--- src/rtl/regfile_wr_arb_pkg.sv ---
// regfile_wr_arb_pkg
//   Shared types and constants for the register-file write-port controller.
//   arb_state_t : controller state (INIT = clear sequencer, ARB = arbitration)
//   NUM_REGS    : register-file depth
//   REG_AW      : register index width
//   NUM_REQ     : number of writeback requesters
package regfile_wr_arb_pkg;

  typedef enum logic {
    INIT = 1'b0,
    ARB  = 1'b1
  } arb_state_t;

  localparam int unsigned NUM_REGS = 16;
  localparam int unsigned REG_AW   = 4;
  localparam int unsigned NUM_REQ  = 4;

endpackage

--- src/rtl/regfile_wr_arb_arb.sv ---
// rr_arb4
//   Combinational 4-way round-robin picker. Searches req upward starting at
//   ptr, wrapping 3->0, and returns the first asserted requester.
//   Ports:
//     req [3:0] in  : request vector
//     ptr [1:0] in  : highest-priority index for this cycle
//     gnt [3:0] out : one-hot winner, 0 when no request
//     idx [1:0] out : binary index of winner (0 when no request)
//     any       out : at least one request asserted
module rr_arb4
  import regfile_wr_arb_pkg::*;
(
  input  logic [NUM_REQ-1:0] req,
  input  logic [1:0]         ptr,
  output logic [NUM_REQ-1:0] gnt,
  output logic [1:0]         idx,
  output logic               any
);

  logic [1:0] w_pos;

  always_comb begin
    gnt   = '0;
    idx   = '0;
    any   = 1'b0;
    w_pos = '0;
    for (int unsigned j = 0; j < NUM_REQ; j++) begin
      // 2-bit add wraps naturally from 3 back to 0
      w_pos = ptr + 2'(j);
      if (!any && req[w_pos]) begin
        any        = 1'b1;
        idx        = w_pos;
        gnt[w_pos] = 1'b1;
      end
    end
  end

endmodule

--- src/rtl/regfile_wr_arb.sv ---
// regfile_wr_arb
//   Write-port controller for the 16-entry register file. Round-robin shares
//   the single write port between four requesters and registers the port's
//   enable/select/data. With REGFILE_WR_ARB_INIT_EN defined, every reset is
//   followed by a 16-cycle clear of all registers (busy high meanwhile);
//   without it the controller starts directly in arbitration.
//   Ports:
//     clk            in  : rising-edge clock
//     reset_n        in  : asynchronous active-low reset
//     req[NREQ]      in  : per-requester valid
//     req_addr[4N]   in  : packed register index, requester i at [4i+3:4i]
//     req_data[DW*N] in  : packed write data
//     gnt[NREQ]      out : combinational one-hot ready
//     wr_en          out : register-file write enable (decoder En)
//     wr_sel[4]      out : register index (decoder sel)
//     wr_data[DW]    out : write data
//     busy           out : init clear sequence in progress
module regfile_wr_arb
  import regfile_wr_arb_pkg::*;
#(
  parameter int NREQ = 4,
  parameter int DW   = 32
) (
  input  logic                 clk,
  input  logic                 reset_n,
  input  logic [NREQ-1:0]      req,
  input  logic [NREQ*4-1:0]    req_addr,
  input  logic [NREQ*DW-1:0]   req_data,
  output logic [NREQ-1:0]      gnt,
  output logic                 wr_en,
  output logic [REG_AW-1:0]    wr_sel,
  output logic [DW-1:0]        wr_data,
  output logic                 busy
);

  arb_state_t        r_state, w_state_nxt;
  logic [1:0]        r_ptr, w_ptr_nxt;
  logic              r_wr_en, w_wr_en_nxt;
  logic [REG_AW-1:0] r_wr_sel, w_wr_sel_nxt;
  logic [DW-1:0]     r_wr_data, w_wr_data_nxt;

  logic [NREQ-1:0]   w_arb_gnt;
  logic [1:0]        w_arb_idx;
  logic              w_arb_any;
  logic              w_in_arb;
  logic              w_xfer;
  logic [REG_AW-1:0] w_win_addr;
  logic [DW-1:0]     w_win_data;

`ifdef REGFILE_WR_ARB_INIT_EN
  logic [REG_AW-1:0] r_cnt, w_cnt_nxt;
`endif

  rr_arb4 u_arb (
    .req (req),
    .ptr (r_ptr),
    .gnt (w_arb_gnt),
    .idx (w_arb_idx),
    .any (w_arb_any)
  );

  // Grant is gated only by state, never by address/data inputs.
  assign w_in_arb = (r_state == ARB);
  assign gnt      = w_in_arb ? w_arb_gnt : '0;
  assign w_xfer   = w_in_arb & w_arb_any;

  always_comb begin
    w_win_addr = '0;
    w_win_data = '0;
    for (int unsigned i = 0; i < NUM_REQ; i++) begin
      if (w_arb_idx == 2'(i)) begin
        w_win_addr = req_addr[i*REG_AW +: REG_AW];
        w_win_data = req_data[i*DW +: DW];
      end
    end
  end

  always_comb begin
    w_state_nxt   = r_state;
    w_ptr_nxt     = r_ptr;
    w_wr_en_nxt   = 1'b0;
    w_wr_sel_nxt  = r_wr_sel;
    w_wr_data_nxt = r_wr_data;
`ifdef REGFILE_WR_ARB_INIT_EN
    w_cnt_nxt     = r_cnt;
`endif
    unique case (r_state)
      INIT: begin
`ifdef REGFILE_WR_ARB_INIT_EN
        w_wr_en_nxt   = 1'b1;
        w_wr_sel_nxt  = r_cnt;
        w_wr_data_nxt = '0;
        w_cnt_nxt     = r_cnt + 4'd1;
        if (r_cnt == REG_AW'(NUM_REGS - 1)) w_state_nxt = ARB;
`else
        w_state_nxt = ARB;
`endif
      end
      ARB: begin
        if (w_xfer) begin
          w_wr_en_nxt   = 1'b1;
          w_wr_sel_nxt  = w_win_addr;
          w_wr_data_nxt = w_win_data;
          w_ptr_nxt     = w_arb_idx + 2'd1;
        end
      end
      default: w_state_nxt = ARB;
    endcase
  end

  always_ff @(posedge clk or negedge reset_n) begin
    if (!reset_n) begin
`ifdef REGFILE_WR_ARB_INIT_EN
      r_state <= INIT;
      r_cnt   <= '0;
`else
      r_state <= ARB;
`endif
      r_ptr     <= '0;
      r_wr_en   <= 1'b0;
      r_wr_sel  <= '0;
      r_wr_data <= '0;
    end else begin
      r_state   <= w_state_nxt;
`ifdef REGFILE_WR_ARB_INIT_EN
      r_cnt     <= w_cnt_nxt;
`endif
      r_ptr     <= w_ptr_nxt;
      r_wr_en   <= w_wr_en_nxt;
      r_wr_sel  <= w_wr_sel_nxt;
      r_wr_data <= w_wr_data_nxt;
    end
  end

  assign wr_en   = r_wr_en;
  assign wr_sel  = r_wr_sel;
  assign wr_data = r_wr_data;

`ifdef REGFILE_WR_ARB_INIT_EN
  assign busy = (r_state == INIT);
`else
  assign busy = 1'b0;
`endif

endmodule

--- config.mk ---
export PLATFORM = sky130hd
export DESIGN_NAME = regfile_wr_arb
export DESIGN_NICKNAME = d
export VERILOG_FILES = /design/src/rtl/regfile_wr_arb_pkg.sv /design/src/rtl/regfile_wr_arb_arb.sv /design/src/rtl/regfile_wr_arb.sv
export SDC_FILE = /design/constraint.sdc
export NUM_CORES = 1
export LEC_CHECK = 0
export ABC_CLOCK_PERIOD_IN_PS = 3100
export BUFFER_PORTS_ARGS = -buffer_cell sky130_fd_sc_hd__buf_2
export CAP_MARGIN = 20
export CORE_ASPECT_RATIO = 0.5
export CORE_UTILIZATION = 39
export DETAILED_ROUTE_END_ITERATION = 6
export PLACE_DENSITY = 0.78
export SYNTH_ARGS = -nofsm -noshare
export SYNTH_HDL_FRONTEND = slang
export SYNTH_HIERARCHICAL = 1
export SYNTH_SLANG_ARGS = --single-unit
--- constraint.sdc ---
create_clock -name clk -period 3.1 [get_ports clk]
set_input_delay 0.465 -clock clk [delete_from_list [all_inputs] [get_ports clk]]
set_output_delay 0.465 -clock clk [all_outputs]
set_load 0.01 [all_outputs]
==> results.ini <==
[run_status]
status = complete, no violations

[drt]
vias = 3429
route.detailed.drc = 0
wire_per_inst_um = 15.7
finalWirelength_um = 9870
antenna_left = 0
drt_iter0_drc = 209
post_drt_via_cell_ratio = 5.46
drtPass1Iterations = 4

[timing]
post-route-min-period_ns = 3.01
finalSetupViolCount = 0
worst_slew_pin_slew_ns = 0.911
hold_slack_ns = 0.316
report.final.slew_viol_count = 0
hold_violations = 0
maxSlewHeadroom_pct = 39.3
period_share_pct = 97.0
totalNegativeSetupSlack_ns = 0
fin_skew_ns = 0.00513
fmax_mhz = 332

[worst_setup_path]
crit_top_cell = buf_6
r2r_start = r_ptr[1]$_DFFE_PN0P_
crit_path_end_kind = flip-flop
critPathMaxFanout = 9
path_cells = inv_2 > ha_4 > mux4_2 > and2b_2 > o21ai_0 > o31ai_1 > buf_4 > ha_1 > nor3b_4 > buf_6 > buf_6 > a21oi_1 > a31oi_1
startpoint_type = flip-flop
path_class = reg -> reg
slowest_stage = dfrtp_2
crit_path_max_incr_delay_ns = 0.46
reg2reg_depth = 13
cp.arrival_ns = 3.21
worst-path-buf-inv = 4
required_ns = 3.30
cp_num_cells = 13
setup.worst_path.start = r_ptr[1]$_DFFE_PN0P_
cpLargestDelayFamily = buffers and inverters

[grt]
antenna_found_initial = 0
grt_pass1_vias = 3098
grt.overflow.total = 0
grt_max_degree = 40
track_usage_pct = 22.4
grt_pass1_wl_um = 14400

[logic_synthesis]
synth.most_common_cell = nand3b_1
syn_inst = 343
syn-num-nets = 502
yosys-top-cells-count = 72 x nand3b_1, 41 x o21ai_0, 39 x dfrtp_1
synth_flop_cell = dfrtp_1
ys_warn_count = 6
synth_edf_count = 0
yosysTopAreaCell = dfrtp_1
ys_types = 31
ys_async_sr_fraction_pct = 100
yosys.area.top_type_share_pct = 33.3
yosys-top-cells-area = dfrtp_1 33%, nand3b_1 18%, a31oi_1 7.7%
syn-cell-area_um2 = 2930
synth-seq-cells = 39
postSynthAreaPerCell_um2 = 8.54
synth_seq_area_share_pct = 33.3

[layout]
fin_area_um2 = 4240
final_nets = 694
diodes = 0
drive_gt1_share_pct = 45.7
nFillCells = 620
layout.cells.non_filler = 628
area_growth_syn_to_layout_pct = 44.8

[floorplanning]
die_area_um2 = 7890
start_util_pct = 42.1
num_io_pins = 192
fp.dieW_um = 125
die_h_um = 63.3
core_um2 = 6960
fp-row-count = 21

[cts]
clk_pin_slew_ns = 0.06
cts_root_buffer = clkbuf_16
clockBufferDepth = 2
clk_latency_ns = 0.28
cts.sinks = 39
htree_num_levels = 2
cts_made_buffers = 5
cts_tree = built

[power_and_ir_drop]
power.total_uw = 6120
powerDensity_nw_per_um2 = 1440
vdd_drop_max_mv = 0.874
p_leak_uw = 0.00198

[place]
dp_cells = 607
io_buffers = 190
place_area_um2 = 3960
hpwl_um = 6950
gp_congestion = 0.901

[worst_hold_path]
hold_path_class = in -> async

[run]
drv_cap = 0

## state kept, by name (all words and copies together) (netlist names)
register and cells:
wr_data 32, wr_sel 4, r_ptr 2, wr_en 1
## stage by stage
step | util, % | worst slack, ns
after floorplan | - | 0.0000457
after global placement | 56.8 | 0.164
after detailed placement | 56.8 | -0.00584
after CTS | 58.8 | 0.0323
after global routing | 60.9 | -0.0573
final | 60.9 | 0.0916
## placed cells by master (no fill, tap or decap), drive strengths merged, types with 2 or more instances in the layout
master	instances
buf	219
inv	5
mux2i	2
dfrtp	39
ha	9
nand3b	72
a22oi	8
clkbuf	7
a21oi	36
nor2	3
nand2	36
nand2b	3
a31oi	36
mux2	3
o21ai	41
mux4	5
## logic make-up after synthesis
family / count (synthesis) / synth area share, %
DFF: 39 / 33.3
and+or+nand+nor: 120 / 26.4
other: 1 / 0.128
adders and majority gates: 9 / 3.84
AOI/OAI and AO/OA: 125 / 24.0
buffers and inverters: 40 / 7.09
muxes: 9 / 5.17
## metal layers
metal  part of all wire, %  track usage, %
met4                  0.81            4.67
met2                    50            39.2
met3                   5.3            3.48
met1                    44            29.3
met5                     0               0
## timing repair
action / 4_1_cts / 5_1_grt
hold buffers: 0 / 0
pin swaps: 0 / 3
gates resized for setup: 1 / 15
setup buffers: 0 / 9
gates cloned: 0 / 4
setup endpoints to repair: 2 / 36
## final cells by class
type | instances | area [µm²] | area share, %
repair buffers | 219 | 1190 | 28.0
clock buffers | 7 | 133 | 3.13
inverters | 5 | 18.8 | 0.442
flip-flops and latches | 39 | 978 | 23.1
clock inverters | 1 | 5.00 | 0.118
multi-input cells | 265 | 1810 | 42.6
well taps | 92 | 115 | 2.71
## worst paths after layout
check / end / slack [ns]
max: wr_data[24]$_DFFE_PN0P_ / 0.09
min: wr_data[15]$_DFFE_PN0P_ / 0.32
max reg2reg: wr_data[24]$_DFFE_PN0P_ / 0.09
min reg2reg: wr_data[13]$_DFFE_PN0P_ / 0.57
max in group asynchronous: r_ptr[1]$_DFFE_PN0P_ / 2.16
min in group clk: wr_data[21]$_DFFE_PN0P_ / 0.44
## report_power, final
part / switching, µW / internal [µW] / leakage, µW
Combinational: 2550 / 2080 / 0.00144
Sequential: 138 / 849 / 0.000469
Clock: 203 / 298 / 0.0000679
## worst reg2reg max path, cell delays in order, from the launching register on
cell	delay, ns
dfrtp_2	0.46
inv_2	0.13
ha_4	0.24
mux4_2	0.34
and2b_2	0.28
o21ai_0	0.14
o31ai_1	0.11
buf_4	0.15
ha_1	0.25
nor3b_4	0.30
buf_6	0.16
buf_6	0.14
a21oi_1	0.08
a31oi_1	0.17
No activity file was read; power rests on OpenSTA's default activity.
